`src/rtl/writeback_stage_pkg.sv`:
```
// Shared encodings for the writeback stage: data-source select, load size and FSM states.
package writeback_stage_pkg;

    typedef enum logic [1:0] {
        DIN_PC4 = 2'b00,
        DIN_ALU = 2'b01,
        DIN_FPU = 2'b10,
        DIN_MEM = 2'b11
    } din_src_e;

    // 2'b11 has no name of its own; the load path treats it as a word access
    typedef enum logic [1:0] {
        SZ_WORD = 2'b00,
        SZ_HALF = 2'b01,
        SZ_BYTE = 2'b10
    } mem_size_e;

    typedef enum logic {
        WB_SINGLE  = 1'b0,
        WB_PAIR_LO = 1'b1
    } wb_state_e;

endpackage

```
`src/rtl/writeback_stage_if.sv`:
```
// Memory-stage to writeback-stage bundle plus the register-file write port and forwarding path.
interface writeback_stage_if #(
    parameter int DATA_W  = 32,
    parameter int RADDR_W = 6,
    parameter int CNT_W   = 32
);
    logic [DATA_W-1:0]  NextMEMDout;
    logic [DATA_W-1:0]  NextALUOut;
    logic [DATA_W-1:0]  NextFPUOut;
    logic [DATA_W-1:0]  NextFPUOutLo;
    logic [DATA_W-1:0]  NextPCPlusFour;
    logic [1:0]         NextDInSrc;
    logic               NextRegWE;
    logic [RADDR_W-1:0] NextRegWAddr;
    logic [1:0]         NextMEMSize;
    logic               NextExtMEM;
    logic               NextDouble;

    logic               RegWE;
    logic [RADDR_W-1:0] RegWAddr;
    logic [DATA_W-1:0]  RegWData;
    logic [DATA_W-1:0]  WBRegB;
    logic               PairStall;
    logic [CNT_W-1:0]   RetireCount;

    modport master (
        output NextMEMDout, NextALUOut, NextFPUOut, NextFPUOutLo, NextPCPlusFour,
               NextDInSrc, NextRegWE, NextRegWAddr, NextMEMSize, NextExtMEM, NextDouble,
        input  RegWE, RegWAddr, RegWData, WBRegB, PairStall, RetireCount
    );

    modport slave (
        input  NextMEMDout, NextALUOut, NextFPUOut, NextFPUOutLo, NextPCPlusFour,
               NextDInSrc, NextRegWE, NextRegWAddr, NextMEMSize, NextExtMEM, NextDouble,
        output RegWE, RegWAddr, RegWData, WBRegB, PairStall, RetireCount
    );
endinterface

```
`src/rtl/writeback_stage_load_align.sv`:
```
// Big-endian load formatter: picks the addressed byte/halfword from a 32-bit word and extends it.
import writeback_stage_pkg::*;

module load_align #(
    parameter int DATA_W = 32
) (
    input  logic [DATA_W-1:0] word,
    input  logic [1:0]        offset,
    input  logic [1:0]        size,
    input  logic              ext,
    output logic [DATA_W-1:0] formatted
);

    function automatic logic [DATA_W-1:0] extend8(input logic [7:0] b, input logic sgn);
        logic signed [7:0] s;
        s = b;
        return sgn ? DATA_W'(signed'(s)) : DATA_W'(b);
    endfunction

    function automatic logic [DATA_W-1:0] extend16(input logic [15:0] h, input logic sgn);
        logic signed [15:0] s;
        s = h;
        return sgn ? DATA_W'(signed'(s)) : DATA_W'(h);
    endfunction

    logic [7:0]  byte_sel;
    logic [15:0] half_sel;

    // Offset 0 addresses the most significant byte; a misaligned half ignores offset[0]
    always_comb begin
        byte_sel = word[31:24];
        case (offset)
            2'd0:    byte_sel = word[31:24];
            2'd1:    byte_sel = word[23:16];
            2'd2:    byte_sel = word[15:8];
            default: byte_sel = word[7:0];
        endcase
        half_sel = offset[1] ? word[15:0] : word[31:16];
    end

    always_comb begin
        formatted = word;
        case (size)
            SZ_HALF: formatted = extend16(half_sel, ext);
            SZ_BYTE: formatted = extend8(byte_sel, ext);
            default: formatted = word;
        endcase
    end

endmodule

```
`src/rtl/writeback_stage.sv`:
```
// WB pipeline stage: latches memory-stage results, formats loads, splits FPU doubles into two writes.
// Optional retire counter built when WB_RETIRE_COUNT_EN is defined.
import writeback_stage_pkg::*;

module writeback_stage #(
    parameter int DATA_W  = 32,
    parameter int RADDR_W = 6,
    parameter int CNT_W   = 32
) (
    input  logic            clk,
    input  logic            reset,
    writeback_stage_if.slave wb
);

    logic [DATA_W-1:0]  mem_dout_p0;
    logic [DATA_W-1:0]  alu_out_p0;
    logic [DATA_W-1:0]  fpu_out_p0;
    logic [DATA_W-1:0]  fpu_lo_p0;
    logic [DATA_W-1:0]  pc4_p0;
    logic [1:0]         din_src_p0;
    logic               we_p0;
    logic [RADDR_W-1:0] waddr_p0;
    logic [1:0]         mem_size_p0;
    logic               ext_p0;
    logic               double_p0;

    wb_state_e          state_q;
    wb_state_e          state_d;
    logic               pair_start;
    logic               load_en;
    logic [DATA_W-1:0]  load_data;
    logic [DATA_W-1:0]  single_data;

    logic               reg_we;
    logic [RADDR_W-1:0] reg_waddr;
    logic [DATA_W-1:0]  reg_wdata;
    logic               pair_stall;

    assign pair_start = (state_q == WB_SINGLE) && we_p0 && double_p0 && (din_src_p0 == DIN_FPU);
    // Hold the double during its first half; reload as soon as the low-word write is under way
    assign load_en    = !pair_start;

    // ---- MEM -> WB pipeline register ----
    always_ff @(posedge clk or negedge reset) begin
        if (!reset) begin
            mem_dout_p0 <= '0;
            alu_out_p0  <= '0;
            fpu_out_p0  <= '0;
            fpu_lo_p0   <= '0;
            pc4_p0      <= '0;
            din_src_p0  <= DIN_PC4;
            we_p0       <= 1'b0;
            waddr_p0    <= '0;
            mem_size_p0 <= SZ_WORD;
            ext_p0      <= 1'b0;
            double_p0   <= 1'b0;
        end else if (load_en) begin
            mem_dout_p0 <= wb.NextMEMDout;
            alu_out_p0  <= wb.NextALUOut;
            fpu_out_p0  <= wb.NextFPUOut;
            fpu_lo_p0   <= wb.NextFPUOutLo;
            pc4_p0      <= wb.NextPCPlusFour;
            din_src_p0  <= wb.NextDInSrc;
            we_p0       <= wb.NextRegWE;
            waddr_p0    <= wb.NextRegWAddr;
            mem_size_p0 <= wb.NextMEMSize;
            ext_p0      <= wb.NextExtMEM;
            double_p0   <= wb.NextDouble;
        end
    end

    always_ff @(posedge clk or negedge reset) begin
        if (!reset) state_q <= WB_SINGLE;
        else        state_q <= state_d;
    end

    load_align #(.DATA_W(DATA_W)) u_load_align (
        .word      (mem_dout_p0),
        .offset    (alu_out_p0[1:0]),
        .size      (mem_size_p0),
        .ext       (ext_p0),
        .formatted (load_data)
    );

    always_comb begin
        single_data = pc4_p0;
        case (din_src_e'(din_src_p0))
            DIN_PC4: single_data = pc4_p0;
            DIN_ALU: single_data = alu_out_p0;
            DIN_FPU: single_data = fpu_out_p0;
            DIN_MEM: single_data = load_data;
            default: single_data = pc4_p0;
        endcase
    end

    // ---- WB outputs and pair sequencing ----
    always_comb begin
        state_d    = WB_SINGLE;
        reg_we     = we_p0;
        reg_waddr  = waddr_p0;
        reg_wdata  = single_data;
        pair_stall = 1'b0;
        case (state_q)
            WB_SINGLE: begin
                if (pair_start) begin
                    reg_waddr  = {waddr_p0[RADDR_W-1:1], 1'b0};
                    reg_wdata  = fpu_out_p0;
                    pair_stall = 1'b1;
                    state_d    = WB_PAIR_LO;
                end
            end
            WB_PAIR_LO: begin
                reg_we    = 1'b1;
                reg_waddr = {waddr_p0[RADDR_W-1:1], 1'b1};
                reg_wdata = fpu_lo_p0;
                state_d   = WB_SINGLE;
            end
            default: state_d = WB_SINGLE;
        endcase
    end

    assign wb.RegWE     = reg_we;
    assign wb.RegWAddr  = reg_waddr;
    assign wb.RegWData  = reg_wdata;
    assign wb.WBRegB    = reg_wdata;
    assign wb.PairStall = pair_stall;

`ifdef WB_RETIRE_COUNT_EN
    logic [CNT_W-1:0] retire_q;

    // A double retires once, on its first-half cycle
    always_ff @(posedge clk or negedge reset) begin
        if (!reset)
            retire_q <= '0;
        else if ((state_q == WB_SINGLE) && we_p0)
            retire_q <= retire_q + CNT_W'(1);
    end

    assign wb.RetireCount = retire_q;
`else
    assign wb.RetireCount = '0;
`endif

endmodule

```
`src/flat_wrapper.sv`:
```
// flat-port wrapper written by rule: the top's interface ports become plain ports
module writeback_stage_flat 
#(
    parameter int DATA_W  = 32,
    parameter int RADDR_W = 6,
    parameter int CNT_W   = 32
)
  (clk, reset, wb_NextMEMDout, wb_NextALUOut, wb_NextFPUOut, wb_NextFPUOutLo, wb_NextPCPlusFour, wb_NextDInSrc, wb_NextRegWE, wb_NextRegWAddr, wb_NextMEMSize, wb_NextExtMEM, wb_NextDouble, wb_RegWE, wb_RegWAddr, wb_RegWData, wb_WBRegB, wb_PairStall, wb_RetireCount);
  writeback_stage_if #(.DATA_W(DATA_W), .RADDR_W(RADDR_W), .CNT_W(CNT_W)) wb_i ();
  input  logic clk;
  input  logic reset;
  input wire logic [$bits(wb_i.NextMEMDout)-1:0] wb_NextMEMDout;
  input wire logic [$bits(wb_i.NextALUOut)-1:0] wb_NextALUOut;
  input wire logic [$bits(wb_i.NextFPUOut)-1:0] wb_NextFPUOut;
  input wire logic [$bits(wb_i.NextFPUOutLo)-1:0] wb_NextFPUOutLo;
  input wire logic [$bits(wb_i.NextPCPlusFour)-1:0] wb_NextPCPlusFour;
  input wire logic [$bits(wb_i.NextDInSrc)-1:0] wb_NextDInSrc;
  input wire logic [$bits(wb_i.NextRegWE)-1:0] wb_NextRegWE;
  input wire logic [$bits(wb_i.NextRegWAddr)-1:0] wb_NextRegWAddr;
  input wire logic [$bits(wb_i.NextMEMSize)-1:0] wb_NextMEMSize;
  input wire logic [$bits(wb_i.NextExtMEM)-1:0] wb_NextExtMEM;
  input wire logic [$bits(wb_i.NextDouble)-1:0] wb_NextDouble;
  output wire logic [$bits(wb_i.RegWE)-1:0] wb_RegWE;
  output wire logic [$bits(wb_i.RegWAddr)-1:0] wb_RegWAddr;
  output wire logic [$bits(wb_i.RegWData)-1:0] wb_RegWData;
  output wire logic [$bits(wb_i.WBRegB)-1:0] wb_WBRegB;
  output wire logic [$bits(wb_i.PairStall)-1:0] wb_PairStall;
  output wire logic [$bits(wb_i.RetireCount)-1:0] wb_RetireCount;
  assign wb_i.NextMEMDout = wb_NextMEMDout;
  assign wb_i.NextALUOut = wb_NextALUOut;
  assign wb_i.NextFPUOut = wb_NextFPUOut;
  assign wb_i.NextFPUOutLo = wb_NextFPUOutLo;
  assign wb_i.NextPCPlusFour = wb_NextPCPlusFour;
  assign wb_i.NextDInSrc = wb_NextDInSrc;
  assign wb_i.NextRegWE = wb_NextRegWE;
  assign wb_i.NextRegWAddr = wb_NextRegWAddr;
  assign wb_i.NextMEMSize = wb_NextMEMSize;
  assign wb_i.NextExtMEM = wb_NextExtMEM;
  assign wb_i.NextDouble = wb_NextDouble;
  assign wb_RegWE = wb_i.RegWE;
  assign wb_RegWAddr = wb_i.RegWAddr;
  assign wb_RegWData = wb_i.RegWData;
  assign wb_WBRegB = wb_i.WBRegB;
  assign wb_PairStall = wb_i.PairStall;
  assign wb_RetireCount = wb_i.RetireCount;
  writeback_stage #(.DATA_W(DATA_W), .RADDR_W(RADDR_W), .CNT_W(CNT_W)) u_core (.clk(clk), .reset(reset), .wb(wb_i));
endmodule
```
`config.mk`:
```
export PLATFORM = sky130hd
export DESIGN_NAME = writeback_stage_flat
export DESIGN_NICKNAME = d
export VERILOG_FILES = /design/src/rtl/writeback_stage_pkg.sv /design/src/rtl/writeback_stage_if.sv /design/src/rtl/writeback_stage_load_align.sv /design/src/rtl/writeback_stage.sv /design/src/flat_wrapper.sv
export SDC_FILE = /design/constraint.sdc
export NUM_CORES = 1
export LEC_CHECK = 0
export CORE_MARGIN = 3
export CORE_UTILIZATION = 48
export CTS_CLUSTER_SIZE = 30
export DETAILED_ROUTE_END_ITERATION = 8
export PLACE_DENSITY = 0.9
export SETUP_SLACK_MARGIN = 0.2
export SLEW_MARGIN = 20
export SYNTH_ARGS = -nofsm -noshare
export SYNTH_HDL_FRONTEND = slang
export SYNTH_SLANG_ARGS = --single-unit
```
`constraint.sdc`:
```
create_clock -name clk -period 2.9 [get_ports clk]
set_clock_uncertainty 0.05 [all_clocks]
set_input_delay 0.435 -clock clk [delete_from_list [all_inputs] [get_ports clk]]
set_output_delay 0.435 -clock clk [all_outputs]
set_load 0.05 [all_outputs]
```
==> results of run 1 <==
-- worst paths after layout --
check,endpoint,slack [ns],cells past startpoint
hold / removal,u_core.waddr_p0[3]$_DFFE_PN0N_,-0.02,1
min in group clk,u_core.pc4_p0[31]$_DFFE_PN0N_,0.46,1
setup / recovery,wb_WBRegB[1],-0.03,8
max in group asynchronous,u_core.alu_out_p0[1]$_DFFE_PN0N_,2.07,2
setup reg to reg,u_core.fpu_lo_p0[19]$_DFFE_PN0N_,0.59,8
hold reg to reg,u_core.pc4_p0[31]$_DFFE_PN0N_,0.46,1
-- layout by cell type, fill, tap and decap left out, types with 8 or more instances in the layout --
master and n:
a21oi_1 46, a22oi_1 8, buf_12 76, buf_4 39, buf_6 12, clkbuf_16 18, clkdlybuf4s50_1 178, conb_1 32
dfrtp_1 169, inv_1 18, mux2_2 172, mux2i_1 21, nand2_1 26, nand2b_1 8, nor2_1 35, nor2b_1 9
o21ai_1 10, o221ai_4 14
-- through the flow --
stage | instances | setup slack, ns
final | 1258 | -0.02719
after global routing | 1258 | -0.07033
after CTS | 1247 | 0.05418
after detailed placement | 1195 | 0.09580
after global placement | 1195 | 0.1990
after floorplan | 811 | -0.1762
-- cells by family after synthesis --
family,Yosys count,synth area share
buffers and inverters,143,0.09755
AOI/OAI and AO/OA,148,0.1166
DFF,174,0.4761
adders and majority gates,2,0.002736
other,1,0.0004101
and+or+nand+nor,113,0.06198
muxes,199,0.2446
-- registers in the layout, summed over array words and instances, names as in the netlist --
register,cells
u_core.mem_dout_p0,32
u_core.double_p0,1
u_core.din_src_p0,2
u_core.ext_p0,1
u_core.waddr_p0,6
u_core.pc4_p0,32
u_core.alu_out_p0,32
u_core.fpu_lo_p0,32
u_core.mem_size_p0,2
u_core.state_q,1
u_core.fpu_out_p0,32
u_core.we_p0,1
-- power by group --
group	switching, mW	internal, mW
Clock	1.02	1.38
Sequential	0.156	2.61
Combinational	1.52	1.40
-- repair_timing --
action                                  in CTS  in global routing
resized for setup                           45                 50
cloned                                       0                  1
endpoints found under the setup margin      66                 64
buffers inserted                            20                  8
pin swaps                                   10                 18
-- layout make-up --
class                           count  share of cell area
Timing Repair Buffer              308              0.2743
Inverter                           19            0.005180
Multi-Input combinational cell    494              0.3381
Antenna cell                        2           0.0003635
Clock inverter                     14             0.01300
Tap cell                          229             0.02081
Sequential cell                   174              0.3171
Clock buffer                       18             0.03117
-- synthesized netlist by cell type (all sizes together), types with 8 or more instances --
master	instances
buf	101
mux2	173
o221ai	20
mux2i	24
nor2b	10
a22oi	8
o32ai	13
nor2	37
clkbuf	23
a21oi	48
o21ai	22
inv	19
dfrtp	174
and2	8
nand2	26
nand2b	10
-- per-layer routing --
metal	track usage	vias up	wire, microns
met5	0	-	16
met4	0.1031	4	1217
met3	0.06151	99	2280
met2	0.4667	422	14770
met1	0.3228	3593	10830
li1	-	3164	-
==> results.md, run 1 <==
- Status: finished with violations
- Failing checks: hold timing, setup timing
- Critical Path End Type: primary output
- Final count of hold timing violations: 12
- Post-synthesis sequential area ratio: 0.4761
- Worst skew pair latency: 0.42 ns
- CP Max Fanout: 7
- CP max-delay cell: or3b_4
- Overall global routing resource usage: 0.2677
- Number of clock sinks: 174
- DR vias/cell: 5.789
- Post-Synthesis Cells: slightly below 800
- Die ar.: roughly 21000 sq um
- Nets@finish: ~1200
- Clock Path Buffers: 2
- Cell Pwr Density: about 590 nW/um^2
- Primary FF master, synth: dfrtp_1
- Iteration-0 DRC Markers: around 500
- Port buffer count: 246
- Total CTS buffers: 17
- Worst-path clk slew: 0.07 ns
- First-pass DRT Iterations: 5
- Row count: between 40 and 50
- Worst path top cell family by delay: simple AND/OR/NAND/NOR gates
- Max incr delay on CP: approximately 0.5 ns
- Hold crit path type: input port to async pin
- Worst setup SP type: register
- Yosys cell types: 47
- Width of the die: 144.0 microns
- Worst-Margin Slew: between 0.6 and 0.7 ns
- Die height: ~140 microns
- TritonCTS clock tree: built
- Worst hold slack: -0.01603 ns
- Sequential Area: roughly 4400 sq um
- Initial antenna violation count: 4
- Gp weighted congestion: 0.8486
- Slew Limit Fails: 0
- Final setup TNS: -0.1492 ns
- FF+latch count, synth: 174
- Fin worst setup slack: -0.02719 ns
- Pwr Total: a little over 8 mW
- Syn avg cell area: 11.72 sq um
- Fmax: about 340 MHz
- Hold_buf cts: 0
- Placement Cell Area: between 10000 and 15000 sq um
- Core ar.: around 18000 sq um
- VDD IR max: 0.4458 mV
- CTS root buffer: clkbuf_16
- Worst path cell trace: inv_2, ha_4, or3b_4, o32ai_4, a211oi_4, o31ai_4, buf_6, buf_12
- Leading post-synthesis cells by cell area: dfrtp_1 48%, mux2_2 21%, buf_4 7.1%, mux2i_1 2.6%, a21oi_1 2.6%
- Slew HR: 0.5360
- Pin count of the biggest net entering global routing: 74
- Final wirelength: about 29000 microns
- RSZ-0062 raised after global routing: true
- Setup Crit Path Kind: register to primary output
- Vias: 7282
- Crit path DAT: around 2.4 ns
- Initial Util: 0.4989
- Reg-to-Reg Start: u_core.din_src_p0[1]$_DFFE_PN0N_
- DRC: 0
- Sum of buffers and inverters on the critical path: 3
- Yosys top cell area share: 0.4761
- CTS H-Tree Depth: 4
- Final setup viols: 8
- Fin crit period: approximately 3 ns
- Wire per inst: around 23 microns
- Share of cells above drive strength 1: 0.4041
- Post-synth ARST share: 1.000
- Placed wire-length estimate: 19690 microns
- Max_cap viols: 0
- Area occupied by multi-input gates: about 4700 sq um
- Final Core Density: 0.7510
- Number of global-route vias before repair: ~7700
- Syn Std Cell Area: approximately 9100 sq um
- I/O Pins: approximately 280
- P_leak: about 5.6 nW
- ANT nets after route: 0
- Largest area contributor in the netlist: dfrtp_1
- Layout fillers: approximately 1100
- Worst setup startpoint: u_core.mem_size_p0[0]$_DFFE_PN0N_
- Syn-to-layout area delta: 50.54%
- Post-synth EDFFs: 0
- WP data required: 2.41 ns
- First-pass GRT wire length: about 42000 microns
- Ys Warns: 0
- Final non-filler cell area: roughly 14000 sq um
- Period Utilization, post-route: 1.009
- GRT overflow: 0
No activity file was read; power rests on OpenSTA's default activity.
==> inputs of run 2 (changes only) <==
--- a/config.mk
+++ b/config.mk
@@ -9,8 +9,8 @@
 export CORE_UTILIZATION = 48
 export CTS_CLUSTER_SIZE = 30
 export DETAILED_ROUTE_END_ITERATION = 8
-export PLACE_DENSITY = 0.9
-export SETUP_SLACK_MARGIN = 0.2
+export PLACE_DENSITY = 0.82
+export SETUP_SLACK_MARGIN = 0.5
 export SLEW_MARGIN = 20
 export SYNTH_ARGS = -nofsm -noshare
 export SYNTH_HDL_FRONTEND = slang
==> run 2 against run 1 <==
Against the previous run: the flow now finishes without violations; largest power group unchanged; highest routed layer is now met4; critical path type unchanged; register-to-register slack improved by 0.04 ns; critical path depth down 2; clock-buffer cell count fell by 1.
==> results.md, run 2 (synthesis results as in run 1) <==
- Status: completed
- Most frequent CP cell: buf_12
- Slew HR: 0.5262
- I/O Pins: 279
- Final setup viols: 0
- Iteration-0 DRC Markers: 490
- Layout fillers: around 1100
- Critical Path End Type: primary output
- Final wirelength: about 29000 microns
- CTS root buffer: clkbuf_16
- Commonest non-fill, non-tap cells in the layout: 178 x clkdlybuf4s50_1, 172 x mux2_2, 170 x dfrtp_1
- Max incr delay on CP: approximately 0.49 ns
- CP Max Fanout: 11
- CTS H-Tree Depth: 4
- Fmax: 346.1 MHz
- Worst-path clk slew: approximately 0.070 ns
- Wire per inst: about 23 microns
- VDD IR max: around 0.4 mV
- Setup Crit Path Kind: register to primary output
- Placement Cell Area: roughly 13000 sq um
- RSZ-0062 raised after global routing: true
- Pin count of the biggest net entering global routing: 79
- Max_cap viols: 0
- Final count of hold timing violations: 0
- Share of cells above drive strength 1: 0.4269
- Fin crit period: between 2 and 3 ns
- Commonest non-fill, non-tap cell in the layout: clkdlybuf4s50_1
- Cell Pwr Density: between 500 and 600 nW/um^2
- Vias: about 7300
- Initial antenna violation count: 1
- Core ar.: 18330 sq um
- Hold crit path type: register to register
- CP max-delay cell: a311o_2
- Placed wire-length estimate: between 15000 and 20000 microns
- First-pass GRT wire length: approximately 42000 microns
- Final Core Density: 0.7595
- Number of global-route vias before repair: between 7000 and 8000
- Overall global routing resource usage: 0.2677
- Crit path DAT: about 2.4 ns
- Gp weighted congestion: 0.9211
- Fin cells: 1256
- Number of clock sinks: 174
- First-pass DRT Iterations: 5
- Die ar.: slightly above 20000 sq um
- DR vias/cell: around 5.8
- Die height: 144.0 microns
- ANT nets after route: 0
- Total CTS buffers: 17
- Worst-Margin Slew: 0.7107 ns
- GRT overflow: 0
- Period Utilization, post-route: 0.9964
- Nets@finish: around 1200
- Final non-filler cell area: around 14000 sq um
- Pwr Total: roughly 8 mW
- Syn-to-layout area delta: 52.24%
- WP data required: around 2.4 ns
- Slew Limit Fails: 0
- TritonCTS clock tree: built
- Placed cells: between 1000 and 1500
- DRC: 0
- Worst path cell trace: ha_4, inv_1, a311o_2, buf_12, o221ai_4, buf_12
- Width of the die: 144.0 microns
- P_leak: about 5.6 nW
- Initial Util: 0.4989
- Row count: 49
- Worst skew pair latency: about 0.42 ns
- Clock Path Buffers: 2
- Port buffer count: 246
- Worst setup SP type: register
## run 2: cell count changes in the layout (fill, tap and decap cells not counted), moves of 3 or more
cell,before,now
buf_6,12,7
a21oi_2,0,14
a21oi_1,46,31
o21ai_2,1,4
clkinv_8,0,3
o31a_1,6,0
o31a_2,1,6
## run 2: metrics by stage
stage               setup slack [ns]  TNS (ns)  hold slack [ns]
CTS                         0.009515         0           0.4591
floorplan                     0.2569         0          0.08941
detailed placement            0.3110         0           0.4432
global route                -0.05543   -0.5300           0.4703
global placement              0.3623         0           0.4353
finish                       0.01047         0           0.4567
## run 2: path summary, 6_finish.rpt
path | endpoint | from | slack, ns | cells past startpoint
setup / recovery | wb_RegWData[29] | u_core.mem_size_p0[1]$_DFFE_PN0N_ | 0.01 | 6
hold / removal | u_core.alu_out_p0[15]$_DFFE_PN0N_ | u_core.alu_out_p0[15]$_DFFE_PN0N_ | 0.46 | 1
max in group asynchronous | u_core.alu_out_p0[28]$_DFFE_PN0N_ | reset | 1.46 | 3
min in group asynchronous | u_core.pc4_p0[6]$_DFFE_PN0N_ | reset | 0.56 | 2
setup reg to reg | u_core.fpu_out_p0[8]$_DFFE_PN0N_ | u_core.din_src_p0[1]$_DFFE_PN0N_ | 0.63 | 7
hold reg to reg | u_core.alu_out_p0[15]$_DFFE_PN0N_ | u_core.alu_out_p0[15]$_DFFE_PN0N_ | 0.46 | 1
## run 2: per-layer routing
| layer | part of all wire | global-route usage |
|---|---|---|
| met1 | 0.39 | 0.3439 |
| met2 | 0.49 | 0.4527 |
| met3 | 0.081 | 0.05688 |
| met4 | 0.032 | 0.09019 |
| met5 | 0 | 0 |
## run 2: worst max-delay path, delay by kind of cell (launching register included)
kind	cells	cell delay, ns
flip-flops	1	0.43
adder cells (fa/ha/maj)	1	0.33
buffers and inverters	3	0.50
AO/OA/AOI/OAI	2	0.73
## run 2: cell type report
class / count / area, sq um / share of cell area
flip-flops and latches: 174 / 4364 / 0.3135
clock buffers: 17 / 425.4 / 0.03056
well taps: 229 / 286.5 / 0.02058
diodes: 1 / 2.502 / 0.0001797
inverters: 19 / 71.32 / 0.005123
repair buffers: 306 / 3776 / 0.2712
clock inverters: 15 / 197.7 / 0.01420
multi-input cells: 495 / 4798 / 0.3447
## run 2: timing repair
item,4_1_cts,5_1_grt
hold buffers,1,0
buffers inserted,24,3
pin swaps,34,17
hold endpoints to repair,3,0
endpoints found under the setup margin,67,116
gates cloned,2,1
resized for setup,69,36
## run 2: report_power, final
group	internal [mW]	switching, mW	leakage [nW]
logic	1.39	1.53	3.27
clock network	1.32	1.08	0.299
registers	2.61	0.148	2.02
total	5.31	2.76	5.59
==> inputs of run 3 (changes only) <==
--- a/config.mk
+++ b/config.mk
@@ -5,6 +5,7 @@
 export SDC_FILE = /design/constraint.sdc
 export NUM_CORES = 1
 export LEC_CHECK = 0
+export ABC_CLOCK_PERIOD_IN_PS = 2900
 export CORE_MARGIN = 3
 export CORE_UTILIZATION = 48
 export CTS_CLUSTER_SIZE = 30
==> results of run 3 <==
Same layout as run 2: the final DEF is identical, and so are final timing and power.
